===== config.mk =====
export PLATFORM = sky130hd
export DESIGN_NAME = serial_complement_32_flat
export DESIGN_NICKNAME = d
export VERILOG_FILES = /design/src/rtl/serial_complement_32_if.sv /design/src/rtl/serial_complement_32.sv /design/src/flat_wrapper.sv
export SDC_FILE = /design/constraint.sdc
export NUM_CORES = 1
export LEC_CHECK = 0
export CAP_MARGIN = 15
export CORE_MARGIN = 4
export CORE_UTILIZATION = 35
export CTS_CLUSTER_DIAMETER = 100
export DETAILED_ROUTE_END_ITERATION = 7
export SLEW_MARGIN = 10
export SYNTH_ARGS = -nofsm -noshare
export SYNTH_HDL_FRONTEND = slang
export SYNTH_SLANG_ARGS = --single-unit

===== constraint.sdc =====
create_clock -name clk -period 1.6 [get_ports clk]
set_clock_uncertainty 0.15 [all_clocks]
set_input_delay 0.4 -clock clk [delete_from_list [all_inputs] [get_ports clk]]
set_output_delay 0.4 -clock clk [all_outputs]
set_load 0.005 [all_outputs]

===== src/rtl/serial_complement_32_if.sv =====
// -----------------------------------------------------------------------------
// serial_complement_32_if
//   Handshake and data bundle for the serial complement unit.
//
//   Signals (driven by master unless noted):
//     start  request; sampled by the unit only while busy=0
//     mode   0 = one's complement, 1 = two's complement
//     inp    WIDTH-bit operand
//     busy   (slave) operation in progress
//     done   (slave) one-cycle pulse when out/ovf update
//     out    (slave) last completed result
//     ovf    (slave) two's-complement overflow of last result
//
//   Modports:
//     master  requester side (ALU control / testbench)
//     slave   complement unit side
// -----------------------------------------------------------------------------
interface serial_complement_32_if #(
    parameter int WIDTH = 32
);
    logic             start;
    logic             mode;
    logic [WIDTH-1:0] inp;
    logic             busy;
    logic             done;
    logic [WIDTH-1:0] out;
    logic             ovf;

    modport master (
        output start,
        output mode,
        output inp,
        input  busy,
        input  done,
        input  out,
        input  ovf
    );

    modport slave (
        input  start,
        input  mode,
        input  inp,
        output busy,
        output done,
        output out,
        output ovf
    );
endinterface


===== src/rtl/serial_complement_32.sv =====
// -----------------------------------------------------------------------------
// serial_complement_32
//   Multi-cycle one's / two's complement unit. Walks the operand LSB first,
//   DIGIT bits per clock, using a DIGIT-bit inverter and incrementer with a
//   carry flop instead of a full-width parallel negate.
//
//   Parameters:
//     WIDTH  operand/result width (default 32)
//     DIGIT  bits processed per clock; must divide WIDTH
//
//   Ports:
//     clk    system clock, rising edge
//     rst_n  synchronous active-low reset; aborts any operation silently
//     bus    serial_complement_32_if.slave
//              start/mode/inp in, busy/done/out/ovf out
//
//   Timing: start accepted at edge E0 (busy=0). Edges E1..E(WIDTH/DIGIT)
//   each process one digit; done is high in the cycle after the last one.
// -----------------------------------------------------------------------------
module serial_complement_32 #(
    parameter int WIDTH = 32,
    parameter int DIGIT = 1
) (
    input logic                  clk,
    input logic                  rst_n,
    serial_complement_32_if.slave bus
);

    localparam int NDIG = WIDTH / DIGIT;
    localparam int CW   = (NDIG > 1) ? $clog2(NDIG) : 1;
    localparam logic [CW-1:0] LAST = CW'(NDIG - 1);

    generate
        if (DIGIT < 1 || (WIDTH % DIGIT) != 0) begin : g_bad_digit
            $error("serial_complement_32: DIGIT must divide WIDTH exactly");
        end
    endgenerate

    typedef enum logic {
        S_IDLE,
        S_RUN
    } state_t;

    state_t           r_state;
    logic [WIDTH-1:0] r_opnd;
    logic [WIDTH-1:0] r_res;
    logic [WIDTH-1:0] r_out;
    logic [CW-1:0]    r_cnt;
    logic             r_carry;
    logic             r_mode;
    logic             r_msb;
    logic             r_busy;
    logic             r_done;
    logic             r_ovf;

    logic [DIGIT-1:0] w_digit;
    logic [DIGIT:0]   w_sum;
    logic [DIGIT-1:0] w_rdig;
    logic             w_cout;
    logic [WIDTH-1:0] w_res_next;
    logic [WIDTH-1:0] w_opnd_next;
    logic             w_ovf_next;

    // One digit of ~x + carry; carry starts at mode, so mode=0 is a plain invert.
    always_comb begin
        w_digit = r_opnd[DIGIT-1:0];
        w_sum   = {1'b0, ~w_digit} + {{DIGIT{1'b0}}, r_carry};
        w_rdig  = w_sum[DIGIT-1:0];
        w_cout  = w_sum[DIGIT];
    end

    // Result enters from the MSB side so after NDIG digits the first digit
    // has reached the LSB position.
    generate
        if (DIGIT == WIDTH) begin : g_single
            assign w_res_next  = w_rdig;
            assign w_opnd_next = '0;
        end else begin : g_multi
            assign w_res_next  = {w_rdig, r_res[WIDTH-1:DIGIT]};
            assign w_opnd_next = {{DIGIT{1'b0}}, r_opnd[WIDTH-1:DIGIT]};
        end
    endgenerate

    // Negation overflows only for the most negative value: it is the one
    // operand whose sign bit survives negation (zero maps to zero).
    assign w_ovf_next = r_mode & r_msb & w_res_next[WIDTH-1];

    always_ff @(posedge clk) begin
        if (!rst_n) begin
            r_state <= S_IDLE;
            r_opnd  <= '0;
            r_res   <= '0;
            r_out   <= '0;
            r_cnt   <= '0;
            r_carry <= 1'b0;
            r_mode  <= 1'b0;
            r_msb   <= 1'b0;
            r_busy  <= 1'b0;
            r_done  <= 1'b0;
            r_ovf   <= 1'b0;
        end else begin
            r_done <= 1'b0;
            case (r_state)
                S_IDLE: begin
                    if (bus.start) begin
                        r_opnd  <= bus.inp;
                        r_mode  <= bus.mode;
                        r_carry <= bus.mode;
                        r_msb   <= bus.inp[WIDTH-1];
                        r_res   <= '0;
                        r_cnt   <= '0;
                        r_busy  <= 1'b1;
                        r_state <= S_RUN;
                    end
                end
                S_RUN: begin
                    r_opnd  <= w_opnd_next;
                    r_res   <= w_res_next;
                    r_carry <= w_cout;
                    r_cnt   <= r_cnt + CW'(1);
                    if (r_cnt == LAST) begin
                        r_out   <= w_res_next;
                        r_ovf   <= w_ovf_next;
                        r_done  <= 1'b1;
                        r_busy  <= 1'b0;
                        r_state <= S_IDLE;
                    end
                end
                default: r_state <= S_IDLE;
            endcase
        end
    end

    assign bus.busy = r_busy;
    assign bus.done = r_done;
    assign bus.out  = r_out;
    assign bus.ovf  = r_ovf;

endmodule

===== src/flat_wrapper.sv =====
// flat-port wrapper written by rule: the top's interface ports become plain ports
module serial_complement_32_flat 
#(
    parameter int WIDTH = 32,
    parameter int DIGIT = 1
)
  (clk, rst_n, bus_start, bus_mode, bus_inp, bus_busy, bus_done, bus_out, bus_ovf);
  serial_complement_32_if #(.WIDTH(WIDTH)) bus_i ();
  input logic clk;
  input logic rst_n;
  input wire logic [$bits(bus_i.start)-1:0] bus_start;
  input wire logic [$bits(bus_i.mode)-1:0] bus_mode;
  input wire logic [$bits(bus_i.inp)-1:0] bus_inp;
  output wire logic [$bits(bus_i.busy)-1:0] bus_busy;
  output wire logic [$bits(bus_i.done)-1:0] bus_done;
  output wire logic [$bits(bus_i.out)-1:0] bus_out;
  output wire logic [$bits(bus_i.ovf)-1:0] bus_ovf;
  assign bus_i.start = bus_start;
  assign bus_i.mode = bus_mode;
  assign bus_i.inp = bus_inp;
  assign bus_busy = bus_i.busy;
  assign bus_done = bus_i.done;
  assign bus_out = bus_i.out;
  assign bus_ovf = bus_i.ovf;
  serial_complement_32 #(.WIDTH(WIDTH), .DIGIT(DIGIT)) u_core (.clk(clk), .rst_n(rst_n), .bus(bus_i));
endmodule

# ---- Yosys cells after proc, flatten, opt, wreduce, memory -nomap -nowiden
# Cells that the tools add are included.
# W data, S select, Z words.
dict set report op_classes {
  bitwise 4
  muxes 15
  eq_ne 3
  n_addsub 2
  n_reduce_logical 4
}
# operator n
set op_table {}
lappend op_table {{$pmux W32 S2} 2}
lappend op_table {{$mux W32} 2}
lappend op_table {{$pmux W5 S2} 1}
lappend op_table {{$reduce_and A2 Y1} 4}
lappend op_table {{$mux W1} 6}
lappend op_table {{$pmux W1 S2} 3}
lappend op_table {{$add A5 B1 Y5 const B} 1}
lappend op_table {{$eq A5 B5 Y1 const B} 1}
lappend op_table {{$mux W5} 1}
lappend op_table {{$ne A2 B2 Y1 const B} 2}
lappend op_table {{$add A1 B1 Y2} 1}
lappend op_table {{$and A1 B1 Y1} 2}
lappend op_table {{$not A1 Y1} 2}
dict set report word_totals {
  regBits 108
  in_bits 36
  wordCells 39
}

# ---- Depth between registers and ports, before layout
# Gate-level depths: netlist of the first run.
dict set report logic_depth {
  ltp_word 3
  depth_mapped 8
  ltp_nobuf 6
}

# ---- Worst setup path before layout of the first run
# Ideal clock, no wire load.
dict set report synth_path {
  kind {reg2reg}
  start {register u_core.r_cnt[0]}
  end {register u_core.r_out[0], in the netlist u_core.bus.out[0]}
  arrival_time_ps 1474
  n_path_buf 2
  path_slack_ps -140
  setup_ps 116
  path_stages_with_launch 9
  synth_period_minus_slack_ps 1740
  cell_sequence {dfxtp_1 > ha_1 > and3_1 > ha_1 > and2_1 > buf_2 > buf_4 > nand2_1 > a21boi_1}
}
dict set report synth_between {
  elab_chain_len 2
}
# item line
set synth_lines {}
lappend synth_lines {{from (decl)} serial_complement_32.sv:48} ;# logic [CW-1:0] r_cnt;
lappend synth_lines {{from (signal assigned)} serial_complement_32.sv:120} ;# r_cnt <= r_cnt + CW'(1);
lappend synth_lines {{$eq A5 B5 Y1} serial_complement_32.sv:121} ;# if (r_cnt == LAST) begin
lappend synth_lines {{$reduce_and A2 Y1 (no source line)} n/a}
lappend synth_lines {{to (signal assigned)} serial_complement_32.sv:122} ;# r_out <= w_res_next;
lappend synth_lines {{to (decl)} serial_complement_32.sv:47} ;# logic [WIDTH-1:0] r_out;
# Every way passes these cells.
# A chain may end at the register's enable or synchronous reset.

# ---- Worst setup path in the final report of the first run
dict set report layout_path {
  start {register u_core.r_cnt[0]}
  end {register u_core.r_out[7], in the netlist u_core.bus.out[7]}
}
# Same word-level chain as after synthesis.

==> run_results.csv, run 1 <==
group,metric,value,unit
status,outcome,"finished, violations left",
status,violations,"setup timing",
clock_network,h-tree-depth,3,
timing,rsz0062_at_grt,"true",
synthesis,synthXorXnorAreaFrac,0,
clock_network,clock_sinks,107,
finish,multi_input_area,2250,um^2
power_and_ir_drop,power.switching,1.27,mW
route,wl,9.48,mm
route,vias_per_cell,4.63,
grt,grt.overflow.total,0,
grt,grt_max_degree,61,
power_and_ir_drop,pwr-share-seq,0.512,
finish,final-seq-area,2150,um^2
route,topRoutingLayerUsed,"met4",
timing,min_period_over_period,1.03,
synthesis,synth_fp_nets,549,
route,ant_nets,0,
finish,fillers,1263,
finish,final_net_count,616,
timing,max_freq,606,MHz
route,drtPass1Iterations,5,
route,drt_iter0_drc,175,
timing,setup_viol,26,
route,wl_met3,413,um
clock_network,cts_hold_buf,0,
timing,slew_violations,0,
critical_path,r2r-start,"u_core.r_cnt[0]$_SDFFE_PN0P_",
placement,postPlaceCellArea,5540,um^2
synthesis,synth_top_family_by_area,"simple AND/OR/NAND/NOR gates",
min_path,whs_path_depth,2,
synthesis,muxShareOfSynthArea,0.0788,
flow_run,drv_cap,0,
synthesis,synth_area_leader_cell,"dfxtp_1",
finish,syn_to_final_growth,30.2,%
synthesis,avgSynthCellArea,8.98,um^2
timing,period_needed,1.65,ns
power_and_ir_drop,clkPwrFrac,0.396,
route,num_vias,3484,
critical_path,cp-start-kind,"flop",
floorplan,die_x,122,um
min_path,min-delay-start,"u_core.r_res[1]$_SDFFE_PN0P_",
min_path,min_to,"u_core.bus.out[0]$_SDFFE_PN0P_",
route,drc,0,
floorplan,ios,71,
finish,design_area,5950,um^2
critical_path,ff2ff_path_depth,7,
synthesis,synth_cell_types,27,
synthesis,ys_top_cells_by_area,"dfxtp_1, nand2_1, mux2i_1, a21boi_1, nor3b_1",
power_and_ir_drop,switching_share,0.233,
critical_path,critical_path_class,"reg2reg",
power_and_ir_drop,combPwrFrac,0.092,
finish,postLayoutCoreUtil,0.468,
power_and_ir_drop,ir_worst_vdd,449,uV
power_and_ir_drop,leakage,2.34,nW
synthesis,ys_seq_area_frac,0.468,
floorplan,fp.dieArea,15000,um^2
placement,dp_hpwl,6.32,mm
min_path,hold_class,"reg2reg",
timing,hold_viol,0,
timing,setup_ws,-0.0494,ns
route,dr_wl_met2,4.53,mm
critical_path,r2r_slack,-0.05,ns
critical_path,worstReg2RegEnd,"u_core.bus.out[7]$_SDFFE_PN0P_",
critical_path,path_max_fanout,7,
power_and_ir_drop,p_total,5.44,mW
placement,gp_congestion,0.712,
floorplan,die_y,122,um
synthesis,synth-adder-area-share,0.0109,
synthesis,synthSimpleGateAreaFrac,0.251,
route,m1WireLength,4.42,mm
grt,gr-usage-all-layers,0.131,
clock_network,tritoncts.num_buffers,9,
floorplan,rows,41,
clock_network,cts_buffer_depth,2,
critical_path,critPathCaptureType,"flop",
route,wire_per_inst,12.6,um
synthesis,synth_area,4570,um^2
placement,preCtsSetupSlack,-0.0678,ns
critical_path,cp.arrival,1.77,ns
critical_path,critical_path_required,1.72,ns
clock_network,clock-root-buffer,"clkbuf_16",
timing,relSlewSlack,0.761,
clock_network,cts.clk_slew.worst_paths,0.07,ns
floorplan,start_util,0.359,
synthesis,synth_compound_area_frac,0.133,
power_and_ir_drop,internal_power,4.17,mW
synthesis,yosys_warnings,0,
grt,grt_pass1_wl,16.0,mm
synthesis,syn_inst,509,
synthesis,synth_top_cell_area_share,0.468,
finish,drive_gt1_frac,0.119,
clock_network,tritoncts,"yes",
grt,grt_pass1_vias,3429,
finish,n_antenna_cell,0,
placement,io_buffers,70,
power_and_ir_drop,power_density,914,nW/um^2
synthesis,synth-seq-cells,107,
clock_network,clk_latency,0.34,ns
grt,antenna_found_initial,0,
floorplan,coreArea,12700,um^2
timing,worstMarginPinSlew,0.359,ns
[per-stage QoR]
step,TNS [ns],hold WS [ns],instances
detailed placement,-1.47,0.290,731
finish,-0.541,0.298,753
global placement,-0.209,0.284,731
CTS,-0.180,0.303,749
floorplan,0,0.276,509
global route,-3.07,0.321,753
[logic make-up after synthesis]
| group | count (synthesis) |
|---|---|
| mux | 36 |
| fa+ha+maj | 4 |
| buf+inv | 43 |
| flops | 107 |
| compound gates | 104 |
| simple gates | 215 |
[power groups by stage]
stage / sequential [mW] / combinational [mW] / clock (mW)
floorplan: 2.82 / 0.349 / 0
global placement: 2.84 / 0.499 / 0
detailed placement: 2.85 / 0.507 / 0
CTS: 2.79 / 0.508 / 2.23
global route: 2.80 / 0.558 / 2.36
finish: 2.79 / 0.501 / 2.16
[layer usage]
| metal | up-vias | track usage |
|---|---|---|
| li1 | 1826 | - |
| met1 | 1599 | 0.167 |
| met2 | 49 | 0.218 |
| met3 | 10 | 0.0309 |
| met4 | 0 | 0.0441 |
| met5 | - | 0 |
[Yosys cell counts]
| library cell | instances |
|---|---|
| buf_8 | 2 |
| nor2_1 | 1 |
| mux2i_1 | 36 |
| a21boi_1 | 34 |
| buf_2 | 15 |
| buf_6 | 2 |
| nor2b_1 | 40 |
| nand3b_1 | 1 |
| a21oi_1 | 34 |
| nor2b_4 | 1 |
| a31oi_1 | 1 |
| inv_1 | 1 |
| o21a_1 | 1 |
| o21ai_1 | 34 |
| nand4b_1 | 1 |
| buf_4 | 8 |
| and3_1 | 2 |
| nand3_1 | 1 |
| clkbuf_1 | 14 |
| nand2_1 | 99 |
| ha_1 | 4 |
| nor3b_1 | 34 |
| buf_12 | 1 |
| dfxtp_1 | 107 |
| and2_1 | 33 |
| nand4_1 | 1 |
| nand2_2 | 1 |
[cells in the final DEF (no fill, tap or decap), types with 2 or more instances in the layout]
cell type / n
a21boi_1: 28
a21boi_2: 6
a21oi_1: 34
and2_1: 32
buf_12: 10
buf_4: 12
buf_6: 3
buf_8: 2
clkbuf_1: 2
clkbuf_16: 11
clkdlybuf4s50_1: 33
dfxtp_1: 102
dfxtp_2: 4
dlygate4sd2_1: 35
ha_1: 2
ha_4: 2
inv_6: 2
mux2i_1: 36
nand2_1: 91
nand2_2: 8
nor2b_1: 40
nor3b_1: 34
o21ai_1: 34
[timing repair]
| action | CTS | global route |
|---|---|---|
| gates resized for setup | 48 | 15 |
| setup buffers | 0 | 3 |
| setup endpoints to repair | 68 | 33 |
| pin swaps | 4 | 10 |
| gates cloned | 2 | 1 |
[flip-flops by register name, indices dropped and copies added (netlist names)]
signal           count
u_core.bus.out      32
u_core.bus.ovf       1
u_core.bus.busy      1
u_core.r_opnd       32
u_core.r_mode        1
u_core.r_carry       1
u_core.r_state       1
u_core.r_res        31
u_core.r_msb         1
u_core.bus.done      1
u_core.r_cnt         5
[worst max-delay path by stage]
stage / start / end / slack [ns] / cells after the start
after floorplan: u_core.r_cnt[0]$_SDFFE_PN0P_ / u_core.bus.out[0]$_SDFFE_PN0P_ / 0.0004 / 8
after global placement: u_core.r_cnt[0]$_SDFFE_PN0P_ / u_core.bus.out[23]$_SDFFE_PN0P_ / -0.02 / 7
after detailed placement: u_core.r_cnt[0]$_SDFFE_PN0P_ / u_core.bus.out[7]$_SDFFE_PN0P_ / -0.07 / 7
after CTS: u_core.r_cnt[1]$_SDFFE_PN0P_ / u_core.bus.out[7]$_SDFFE_PN0P_ / -0.03 / 7
after global routing: u_core.r_cnt[0]$_SDFFE_PN0P_ / u_core.bus.ovf$_SDFFE_PN0P_ / -0.11 / 7
final: u_core.r_cnt[0]$_SDFFE_PN0P_ / u_core.bus.out[7]$_SDFFE_PN0P_ / -0.05 / 7
[area by class of cell]
type / instances / share of cell area
multi-input combinational: 359 / 0.377
tap: 172 / 0.0361
timing repair buffer: 98 / 0.176
clock inverter: 4 / 0.00525
sequential: 107 / 0.361
clock buffer: 12 / 0.0433
inverter: 1 / 0.000630
[worst max-delay path, stage by stage, from the launching register on]
cell and delay (ns):
dfxtp_2 0.35, ha_4 0.13, and3_4 0.18, ha_4 0.13, and2_4 0.27, clkbuf_16 0.18
nand2_1 0.05, a21boi_1 0.12
No activity file was read; power rests on OpenSTA's default activity.
==> run 2, diff against run 1 <==
CORE_UTILIZATION = 45   (was 35)
PLACE_DENSITY = 0.71   (was unset)
==> run 2 against run 1 <==
The run still ends with setup timing left. Sequential share of layout area increased by 0.41 points. Combinational power is 2% lower. Utilization increased by 14 points. Maximum frequency up 0.94%. Non-clock buffer count stayed put. Wire length grew 2.2%. Die area fell by 21%. Power fell by 7.4%. Sequential power hardly changed. Clock-buffer cell count is 3 lower. Worst setup slack better by 0.015 ns. Clock power decreased by 18%. Highest routed layer unchanged.
==> run_results.csv, run 2 (synthesized netlist as in run 1, its figures left out) <==
group,metric,value,unit
finish,final_net_count,616,
critical_path,cp-start-kind,"flop",
grt,grt_max_degree,72,
placement,dp_hpwl,5.95,mm
placement,preCtsSetupSlack,-0.0521,ns
critical_path,critical_path_required,1.75,ns
timing,rsz0062_at_grt,"true",
floorplan,die_y,109,um
clock_network,cts.clk_slew.worst_paths,0.11,ns
timing,hold_viol,0,
floorplan,start_util,0.466,
route,ant_nets,0,
grt,gr-usage-all-layers,0.166,
clock_network,tritoncts,"yes",
status,violations,"setup timing",
critical_path,ff2ff_path_depth,7,
power_and_ir_drop,ir_worst_vdd,489,uV
floorplan,die_x,109,um
min_path,hold_class,"reg2reg",
critical_path,crit_top_cell,"ha_4",
critical_path,cp.arrival,1.78,ns
critical_path,cpPeakStageDelay,0.37,ns
clock_network,tritoncts.num_buffers,9,
clock_network,cts_hold_buf,0,
timing,min_period_over_period,1.02,
clock_network,h-tree-depth,3,
clock_network,clock_sinks,107,
finish,drive_gt1_frac,0.193,
placement,gp_congestion,0.733,
finish,syn_to_final_growth,30.8,%
finish,final_cell_mix,"nand2_1, dfxtp_1, nor2b_1",
timing,setup_ws,-0.0339,ns
status,outcome,"finished, violations left",
timing,period_needed,1.63,ns
timing,max_freq,612,MHz
finish,fillers,881,
power_and_ir_drop,leakage,2.44,nW
critical_path,r2r-start,"u_core.r_cnt[1]$_SDFFE_PN0P_",
timing,setup_tns,-0.0927,ns
floorplan,rows,36,
timing,relSlewSlack,0.817,
finish,final-seq-area,2180,um^2
critical_path,critical_path.cell_chain,"ha_4, and3_4, ha_4, and2_4, clkbuf_16, nand2_2, a21boi_1",
critical_path,worstReg2RegEnd,"u_core.bus.out[12]$_SDFFE_PN0P_",
route,wire_per_inst,13.6,um
power_and_ir_drop,power_density,843,nW/um^2
grt,grt_pass1_wl,15.9,mm
critical_path,path_max_fanout,6,
timing,setup_viol,9,
critical_path,critPathSlowestCell,"dfxtp_2",
route,num_vias,3533,
clock_network,clock-root-buffer,"clkbuf_8",
critical_path,worstSetupEndpoint,"u_core.bus.out[12]$_SDFFE_PN0P_",
floorplan,coreArea,9820,um^2
route,vias_per_cell,4.95,
critical_path,r2r_slack,-0.03,ns
finish,layout_commonest_cell,"nand2_1",
critical_path,critical_path_class,"reg2reg",
grt,antenna_found_initial,0,
route,drt_iter0_drc,122,
critical_path,crit_family,"simple AND/OR/NAND/NOR gates",
critical_path,worstSetupStartpoint,"u_core.r_cnt[1]$_SDFFE_PN0P_",
route,wl,9.68,mm
grt,grt_pass1_vias,3425,
finish,multi_input_area,2340,um^2
route,drtPass1Iterations,4,
finish,n_antenna_cell,0,
critical_path,critPathCaptureType,"flop",
critical_path,crit_buf_inv,1,
timing,worstMarginPinSlew,0.275,ns
critical_path,critical_path_cell_count,7,
grt,grt.overflow.total,0,
route,drc,0,
floorplan,fp.dieArea,11800,um^2
floorplan,ios,71,
clock_network,clk_latency,0.37,ns
flow_run,drv_cap,0,
placement,io_buffers,70,
timing,slew_violations,0,
clock_network,cts_buffer_depth,2,
==> run 2: report_power, final <==
group | leakage, nW | switching [mW] | internal (mW)
clock | 0.111 | 0.997 | 0.771
combinational | 1.44 | 0.227 | 0.264
sequential | 0.885 | 0.0507 | 2.73
==> run 2: cell type report <==
type	count	area share
clock buffer	9	0.0207
clock inverter	7	0.0159
inverter	1	0.000628
multi-input combinational	359	0.391
sequential	107	0.365
tap	133	0.0278
timing repair buffer	98	0.179
==> run 2: how the worst min path moves through the flow <==
stage,start,to,slack [ns],cells past startpoint
detailed placement,u_core.bus.out[8]$_SDFFE_PN0P_,u_core.bus.out[8]$_SDFFE_PN0P_,0.29,2
finish,u_core.bus.out[7]$_SDFFE_PN0P_,u_core.bus.out[7]$_SDFFE_PN0P_,0.30,2
floorplan,u_core.r_res[1]$_SDFFE_PN0P_,u_core.bus.out[0]$_SDFFE_PN0P_,0.28,2
global placement,u_core.r_res[1]$_SDFFE_PN0P_,u_core.bus.out[0]$_SDFFE_PN0P_,0.29,2
global route,u_core.bus.out[8]$_SDFFE_PN0P_,u_core.bus.out[8]$_SDFFE_PN0P_,0.32,2
CTS,u_core.bus.out[7]$_SDFFE_PN0P_,u_core.bus.out[7]$_SDFFE_PN0P_,0.31,2
==> run 2: per-stage QoR <==
stage | power [mW] | hold WS, ns | area (um^2) | util | std cells
after CTS | 5.10 | 0.306 | 5840 | 0.594 | 712
after global routing | 5.28 | 0.317 | 5980 | 0.609 | 714
final | 5.04 | 0.302 | 5980 | 0.609 | 714
after floorplan | 3.17 | 0.276 | 4610 | - | 509
after detailed placement | 3.34 | 0.294 | 5430 | 0.553 | 688
after global placement | 3.33 | 0.287 | 5430 | 0.553 | 688
==> run 2: timing repair <==
item,4_1_cts,5_1_grt
gates resized for setup,85,30
setup buffers,5,1
pin swaps,18,21
gates cloned,3,2
setup endpoints to repair,68,33
==> run 2: metal layers <==
metal | track usage | vias to the layer above | wire (um)
met1 | 0.211 | 1632 | 4500
met4 | 0.0541 | 0 | 131
met2 | 0.285 | 59 | 4720
met5 | 0 | - | 0
li1 | - | 1830 | -
met3 | 0.0290 | 12 | 329
==> run 2: tightest hold or removal path, stage by stage, from the launching register on <==
cell and delay, ns:
dfxtp_2 0.33, nand2_1 0.04, a21boi_1 0.05
==> run 3, diff against run 2 <==
SKIP_CTS_REPAIR_TIMING = 1   (was unset)
==> run 3 against run 2 <==
The flow still finishes with violations (setup timing). Global-route usage shrank 0.76 points. Wire length grew 3.5%. Clock-buffer cell count is the same. Die area is the same. Combinational power is essentially flat. Final cell count grew 0.14%. Power is essentially flat. Clock power is essentially flat. Sequential power is essentially flat. Register-to-register slack lost 0.03 ns. Sequential share of layout area shrank 1.2 points.
==> run_results.csv, run 3 (synthesized netlist as in run 1, its figures left out) <==
group,metric,value,unit
critical_path,cpPeakStageDelay,0.37,ns
grt,grt_pass1_vias,3295,
critical_path,path_max_fanout,6,
power_and_ir_drop,power.switching,1.27,mW
clock_network,tritoncts,"yes",
route,vias_per_cell,4.96,
finish,final_net_count,617,
finish,drive_gt1_frac,0.222,
floorplan,coreArea,9820,um^2
status,outcome,"finished, violations left",
critical_path,worstSetupEndpoint,"u_core.bus.out[30]$_SDFFE_PN0P_",
critical_path,r2r_slack,-0.06,ns
floorplan,rows,36,
power_and_ir_drop,clkPwrFrac,0.349,
power_and_ir_drop,leakage,3.05,nW
floorplan,die_y,109,um
critical_path,crit_buf_inv,1,
critical_path,r2r-start,"u_core.r_cnt[1]$_SDFFE_PN0P_",
route,wl,10.0,mm
critical_path,cp.arrival,1.80,ns
critical_path,critPathCaptureType,"flop",
power_and_ir_drop,switching_share,0.252,
grt,grt_max_degree,72,
timing,min_period_over_period,1.04,
power_and_ir_drop,p_total,5.04,mW
timing,slew_violations,0,
route,ant_nets,0,
critical_path,ff2ff_path_depth,7,
power_and_ir_drop,internal_power,3.77,mW
min_path,whs_path_depth,2,
clock_network,cts_buffer_depth,2,
timing,max_freq,602,MHz
min_path,hold_class,"reg2reg",
finish,final_cell_mix,"dfxtp_1, nand2_1, nor2b_1",
finish,syn_to_final_growth,35.3,%
timing,period_needed,1.66,ns
power_and_ir_drop,power_density,814,nW/um^2
clock_network,cts.clk_slew.worst_paths,0.11,ns
power_and_ir_drop,ir_worst_vdd,488,uV
power_and_ir_drop,pwr-share-seq,0.553,
floorplan,start_util,0.466,
placement,gp_congestion,0.733,
critical_path,crit_top_cell,"ha_4",
power_and_ir_drop,combPwrFrac,0.098,
flow_run,drv_cap,0,
placement,preCtsSetupSlack,-0.0521,ns
critical_path,critical_path_cell_count,7,
floorplan,fp.dieArea,11800,um^2
timing,hold_viol,0,
clock_network,tritoncts.num_buffers,9,
route,drtPass1Iterations,4,
clock_network,h-tree-depth,3,
grt,grt.overflow.total,0,
route,drt_iter0_drc,131,
placement,io_buffers,70,
route,num_vias,3543,
floorplan,die_x,109,um
finish,fillers,857,
timing,worstMarginPinSlew,0.269,ns
finish,n_antenna_cell,0,
grt,gr-usage-all-layers,0.158,
critical_path,critical_path.cell_chain,"ha_4, and3_4, ha_4, and2_4, clkbuf_16, nand2_4, a21boi_1",
grt,antenna_found_initial,0,
timing,rsz0062_at_grt,"true",
placement,dp_hpwl,5.95,mm
route,wire_per_inst,14.0,um
clock_network,clk_latency,0.37,ns
critical_path,worstSetupStartpoint,"u_core.r_cnt[1]$_SDFFE_PN0P_",
critical_path,cp-start-kind,"flop",
finish,final-seq-area,2190,um^2
grt,grt_pass1_wl,15.3,mm
critical_path,critical_path_required,1.74,ns
critical_path,crit_family,"simple AND/OR/NAND/NOR gates",
timing,relSlewSlack,0.821,
timing,setup_viol,23,
floorplan,ios,71,
finish,layout_commonest_cell,"dfxtp_1",
route,drc,0,
finish,multi_input_area,2420,um^2
critical_path,critical_path_class,"reg2reg",
clock_network,clock-root-buffer,"clkbuf_8",
status,violations,"setup timing",
critical_path,critPathSlowestCell,"dfxtp_2",
timing,setup_ws,-0.0606,ns
critical_path,worstReg2RegEnd,"u_core.bus.out[30]$_SDFFE_PN0P_",
clock_network,clock_sinks,107,
==> run 3: changes by cell type in the layout (fill, tap and decap cells not counted), moves of 5 or more <==
| cell | change |
|---|---|
| nand2_1 | -8 |
| nand2_4 | +9 |
| dlymetal6s2s_1 | +35 |
| a21boi_2 | +5 |
| a21boi_1 | -5 |
| dlygate4sd2_1 | -35 |
==> run 3: worst min-delay path by stage <==
stage | slack, ns | startpoint | endpoint
finish | 0.30 | u_core.bus.out[8]$_SDFFE_PN0P_ | u_core.bus.out[8]$_SDFFE_PN0P_
detailed placement | 0.29 | u_core.bus.out[8]$_SDFFE_PN0P_ | u_core.bus.out[8]$_SDFFE_PN0P_
global route | 0.31 | u_core.bus.out[8]$_SDFFE_PN0P_ | u_core.bus.out[8]$_SDFFE_PN0P_
global placement | 0.29 | u_core.r_res[1]$_SDFFE_PN0P_ | u_core.bus.out[0]$_SDFFE_PN0P_
CTS | 0.31 | u_core.bus.out[6]$_SDFFE_PN0P_ | u_core.bus.out[6]$_SDFFE_PN0P_
floorplan | 0.28 | u_core.r_res[1]$_SDFFE_PN0P_ | u_core.bus.out[0]$_SDFFE_PN0P_
==> run 3: per-stage QoR <==
stage / utilization / std cells / instance area (um^2) / hold WS, ns / TNS [ns]
3_5_place_dp: 0.553 / 688 / 5430 / 0.294 / -0.824
6_report: 0.630 / 715 / 6190 / 0.300 / -0.679
4_1_cts: 0.576 / 704 / 5650 / 0.310 / -8.37
3_3_place_gp: 0.553 / 688 / 5430 / 0.287 / -0.00105
5_1_grt: 0.630 / 715 / 6190 / 0.313 / -2.96
2_1_floorplan: - / 509 / 4610 / 0.276 / 0
==> run 3: layout make-up <==
cell class / count / area share
inverters: 1 / 0.000606
well taps: 133 / 0.0269
multi-input cells: 359 / 0.391
clock buffers: 9 / 0.0200
flip-flops and latches: 107 / 0.354
repair buffers: 99 / 0.192
clock inverters: 7 / 0.0154
==> run 3: metal layers <==
metal,global-route usage,share of wire
met5,0,0
met4,0.0487,0.011
met1,0.206,0.46
met2,0.267,0.49
met3,0.0290,0.031
==> run 3: worst min-delay path, stage by stage, from the launching register on <==
cell      delay, ns
dfxtp_2        0.33
nand2_1        0.05
a21boi_1       0.04
==> run 3: power groups by stage <==
stage	clock network, mW	registers [mW]	logic (mW)
after floorplan	0	2.82	0.349
after global placement	0	2.84	0.485
after detailed placement	0	2.84	0.494
after CTS	1.82	2.78	0.496
after global routing	1.94	2.80	0.547
final	1.76	2.79	0.492
